===== src/rtl/pic_pkg.sv =====
// pic_pkg: opcode match constants and PC type shared by fetch sequencer and ALU decoder
package pic_pkg;
    typedef logic [7:0] pc_t;
    localparam logic [2:0]  OP_GOTO  = 3'b101;
    localparam logic [3:0]  OP_CALL  = 4'b1001;
    localparam logic [3:0]  OP_RETLW = 4'b1000;
    localparam logic [11:0] NOP_WORD = 12'h000;
endpackage


===== src/rtl/pic_stack2.sv =====
// pic_stack2: two-level hardware return stack; overflow drops oldest, underflow repeats bottom
// Ports: clk, rst (sync active-high), push/pop (never together), din (pushed value), top (current top)
module pic_stack2 #(
    parameter int W = 8
) (
    input  logic         clk,
    input  logic         rst,
    input  logic         push,
    input  logic         pop,
    input  logic [W-1:0] din,
    output logic [W-1:0] top
);
    logic [W-1:0] top_q, top_d, bot_q, bot_d;
    always_comb begin
        top_d = push ? din : pop ? bot_q : top_q;
        bot_d = push ? top_q : bot_q;
    end
    always_ff @(posedge clk) begin
        if (rst) begin
            top_q <= '0;
            bot_q <= '0;
        end else begin
            top_q <= top_d;
            bot_q <= bot_d;
        end
    end
    assign top = top_q;
endmodule


===== src/rtl/pic_fetch_seq.sv =====
// pic_fetch_seq: PC, return stack and registered instruction word for the PIC10F200-class core
// Ports: clk, rst (sync active-high); prog_addr/prog_data to async program ROM;
//        ir_bus/ir_valid to execute; skip_req, pcl_wr/pcl_data, stall from datapath
module pic_fetch_seq
    import pic_pkg::*;
#(
    parameter int              PC_W      = $bits(pc_t),
    parameter logic [PC_W-1:0] RESET_VEC = '1
) (
    input  logic            clk,
    input  logic            rst,
    output logic [PC_W-1:0] prog_addr,
    input  logic [11:0]     prog_data,
    output logic [11:0]     ir_bus,
    output logic            ir_valid,
    input  logic            skip_req,
    input  logic            pcl_wr,
    input  logic [7:0]      pcl_data,
    input  logic            stall
);
    logic [PC_W-1:0] pc_q, pc_d, stk_top;
    logic [11:0]     ir_q, ir_d;
    logic            v_q, v_d, push, pop;
    logic            is_goto, is_call, is_retlw;
    assign is_goto  = v_q && ir_q[11:9] == OP_GOTO;
    assign is_call  = v_q && ir_q[11:8] == OP_CALL;
    assign is_retlw = v_q && ir_q[11:8] == OP_RETLW;
    // Any redirect or skip replaces the already-fetched word with a NOP bubble.
    always_comb begin
        pc_d = pc_q + PC_W'(1);
        ir_d = prog_data;
        v_d  = 1'b1;
        push = 1'b0;
        pop  = 1'b0;
        if (stall) begin
            pc_d = pc_q;
            ir_d = ir_q;
            v_d  = v_q;
        end else if (is_goto || is_call || is_retlw || (v_q && (pcl_wr || skip_req))) begin
            ir_d = NOP_WORD;
            v_d  = 1'b0;
            push = is_call;
            pop  = is_retlw;
            pc_d = is_goto  ? PC_W'(ir_q[8:0]) :
                   is_call  ? PC_W'(ir_q[7:0]) :
                   is_retlw ? stk_top :
                   pcl_wr   ? PC_W'(pcl_data) : pc_q + PC_W'(1);
        end
    end
    always_ff @(posedge clk) begin
        if (rst) begin
            pc_q <= RESET_VEC;
            ir_q <= NOP_WORD;
            v_q  <= 1'b0;
        end else begin
            pc_q <= pc_d;
            ir_q <= ir_d;
            v_q  <= v_d;
        end
    end
    // pc_q already points past the CALL, so it is the return address.
    pic_stack2 #(.W(PC_W)) u_stack (
        .clk  (clk),
        .rst  (rst),
        .push (push),
        .pop  (pop),
        .din  (pc_q),
        .top  (stk_top)
    );
    assign prog_addr = pc_q;
    assign ir_bus    = ir_q;
    assign ir_valid  = v_q;
endmodule


===== config.mk =====
export PLATFORM = sky130hd
export DESIGN_NAME = pic_fetch_seq
export DESIGN_NICKNAME = d
export VERILOG_FILES = /design/src/rtl/pic_pkg.sv /design/src/rtl/pic_stack2.sv /design/src/rtl/pic_fetch_seq.sv
export SDC_FILE = /design/constraint.sdc
export NUM_CORES = 1
export LEC_CHECK = 0
export ABC_AREA = 0
export CORE_ASPECT_RATIO = 0.8
export CORE_UTILIZATION = 50
export CTS_BUF_LIST = sky130_fd_sc_hd__clkbuf_4 sky130_fd_sc_hd__clkbuf_8
export DETAILED_ROUTE_END_ITERATION = 8
export GPL_ROUTABILITY_DRIVEN = 0
export PLACE_DENSITY = 0.85
export SLEW_MARGIN = 20
export SYNTH_ARGS = -nofsm -noshare
export SYNTH_HDL_FRONTEND = slang
export SYNTH_SLANG_ARGS = --single-unit

===== constraint.sdc =====
create_clock -name clk -period 1.7 [get_ports clk]
set_input_delay 0.34 -clock clk [delete_from_list [all_inputs] [get_ports clk]]
set_output_delay 0.34 -clock clk [all_outputs]
set_load 0.03 [all_outputs]

==> results.py <==
metrics = {
    "synthesis": {
        "synth.avg_cell_area_um2": 8.31,
        "synthCells": 236,
        "synth_top_family_by_area": "simple AND/OR/NAND/NOR gates",
        "synth_top_area_share": 0.378,
        "synth_edf_count": 0,
        "synth-xor-area-share": 0.00893,
        "ys_ff_latch": 37,
        "yosysMostFrequentCell": "dfxtp_1",
        "synth.net_count": 262,
        "netlist_top_cells_count": "dfxtp_1, nand2_1, a21oi_1",
        "synthesis.area_mm2": 0.00196,
        "netlist.top_cell.by_area": "dfxtp_1",
        "synth_fa_ha_area_frac": 0.00638,
        "synthSimpleGateAreaFrac": 0.244,
        "synth_ff_type": "dfxtp_1",
        "ys_types": 46,
        "async_flop_share": 0,
        "synth-compound-area-share": 0.223,
        "synth_mux_area_frac": 0.0976,
        "seq_area_frac_synth": 0.378,
        "ys_warn_count": 0,
        "synth.top_cells.by_area": "dfxtp_1, mux2i_1, a21oi_1",
    },
    "route": {
        "drc": 0,
        "wire_per_inst_um": 14.9,
        "viasPerCell": 5.66,
        "drtPass1Iterations": 4,
        "via_count": 1980,
        "drt_iter0_markers": 219,
        "drt_wl_total_um": 5220,
        "ant_nets": 0,
    },
    "cts": {
        "post-cts-setup-buffer-count": 0,
        "cts.sinks": 37,
        "cts_root_buffer": "clkbuf_8",
        "cts-buffers-inserted": 5,
        "clk_pin_slew_ps": 70,
        "clk_latency_ps": 290,
        "postCtsHoldBufs": 0,
        "htreeDepth": 2,
        "cts_tree": "yes",
        "cts_buffer_depth": 2,
        "cts_resized": 12,
    },
    "final_layout": {
        "final_util": 0.753,
        "nFillCells": 270,
        "num_antenna_cells": 0,
        "finalNetCount": 323,
        "seq_area_um2": 742,
        "syn_to_final_growth_pct": 37.8,
        "multi_input_area_mm2": 0.00114,
        "design_area_mm2": 0.00270,
        "drive_gt1_frac": 0.161,
    },
    "critical_path": {
        "cp_cell_sequence": "clkdlybuf4s50_1",
        "arrival_ps": 1320,
        "required_ps": 1360,
        "critical_path_class": "flop to output pin",
        "start_kind": "flop",
        "endpoint_kind": "output pin",
        "critPathMaxFanout": 3,
        "crit_buf_inv": 1,
        "max_stage_delay_ps": 680,
        "crit_family": "buffers and inverters",
        "slowest_stage": "clkdlybuf4s50_1",
    },
    "sta": {
        "finalHoldViolCount": 0,
        "setup_ws_ps": 36.5,
        "max_freq_mhz": 601,
        "worst_hold_slack_ps": 459,
        "drv_slew": 0,
        "rsz0062_at_grt": "true",
        "tightest_slew_ps": 339,
        "fin_worst_skew_ps": 3.97,
        "relSlewSlack": 0.774,
        "fin_crit_ps": 1660,
        "setup_viol": 0,
        "finalCritPeriodShare": 0.979,
    },
    "pwr": {
        "ir_drop_mv": 0.565,
        "fin_total_pwr_mw": 2.22,
        "p_leak_nw": 1.12,
        "p_per_area_mw_per_mm2": 823,
    },
    "floorplanning": {
        "dieArea_mm2": 0.00418,
        "die-height_um": 58.0,
        "rows": 19,
        "die_x_um": 72.0,
        "core_area_mm2": 0.00359,
        "io_pins": 46,
        "start_util": 0.546,
    },
    "global_route": {
        "grt_pass1_wl_um": 8560,
        "grt_max_degree": 25,
        "grt_pass1_vias": 1839,
        "antenna_found_initial": 0,
        "grt-ovfl-total": 0,
        "gr-usage-all-layers": 0.270,
    },
    "run_status": {
        "outcome": "complete, no violations",
    },
    "place": {
        "placed_cell_area_mm2": 0.00259,
        "port-buffer-count": 45,
        "hpwl_um": 3870,
        "post-place-ws_ps": -203,
    },
    "min_path": {
        "hold_path.class": "flop to flop",
    },
    "run": {
        "maxCapViolCount": 0,
    },
}
[power by group]
| group | switching (mW) | internal [mW] |
|---|---|---|
| Combinational | 0.307 | 0.273 |
| Sequential | 0.0640 | 0.912 |
| Clock | 0.301 | 0.366 |
[cell families (layout without fill, tap and decap cells)]
kind of cell / Yosys count / after routing
buffers and inverters: 19 / 81
DFF: 37 / 37
AOI/OAI and AO/OA: 66 / 66
muxes: 19 / 19
and+or+nand+nor: 92 / 92
xor gates and xnor gates: 2 / 2
adders and majority gates: 1 / 1
[per-layer routing]
layer	routed length, µm	vias up	share of wire	GRT usage
met2	2440	78	0.47	0.435
met5	0	-	0	0
met1	2320	917	0.44	0.364
met4	74	0	0.014	0.0980
li1	-	977	-	-
met3	383	8	0.073	0.0504
[flip-flops by register name, indices dropped and copies added (netlist names)]
| signal | count |
|---|---|
| ir_bus | 12 |
| u_stack.top | 8 |
| u_stack.bot_q | 8 |
| ir_valid | 1 |
| prog_addr | 8 |
[cells in the final DEF, fill, tap and decap left out, types with 3 or more instances in the layout]
master	netlist	final
a211oi_1	9	9
a21o_1	4	4
a21oi_1	25	25
a221oi_1	3	3
buf_4	1	27
clkbuf_8	0	7
clkdlybuf4s50_1	0	27
dfxtp_1	37	36
dlygate4sd2_1	0	12
dlymetal6s2s_1	0	5
mux2i_1	18	18
nand2_1	26	26
nand3_1	9	9
nand3b_1	14	14
nor2_1	24	24
nor3_1	3	3
o21ai_0	10	10
[worst paths after layout]
check                   start          endpoint  slack, ps  cells past startpoint
max                 ir_bus[6]         ir_bus[6]         40                      1
min          u_stack.bot_q[5]  u_stack.bot_q[5]        460                      2
max reg2reg        ir_bus[10]      prog_addr[0]        110                      5
min reg2reg  u_stack.bot_q[5]  u_stack.bot_q[5]        460                      2
[area by class of cell]
type / instances / share of cell area
multi-input cells: 180 / 0.424
flip-flops and latches: 37 / 0.275
repair buffers: 71 / 0.237
clock buffers: 7 / 0.0357
well taps: 52 / 0.0241
inverters: 2 / 0.00278
clock inverters: 1 / 0.00185
[per-stage QoR]
stage               instances  TNS, ps
floorplan                 236        0
global placement          342    -3280
detailed placement        342    -5090
CTS                       350        0
global route              350    -7.02
finish                    350        0
Note: power is estimated with default switching activity, not from simulation.
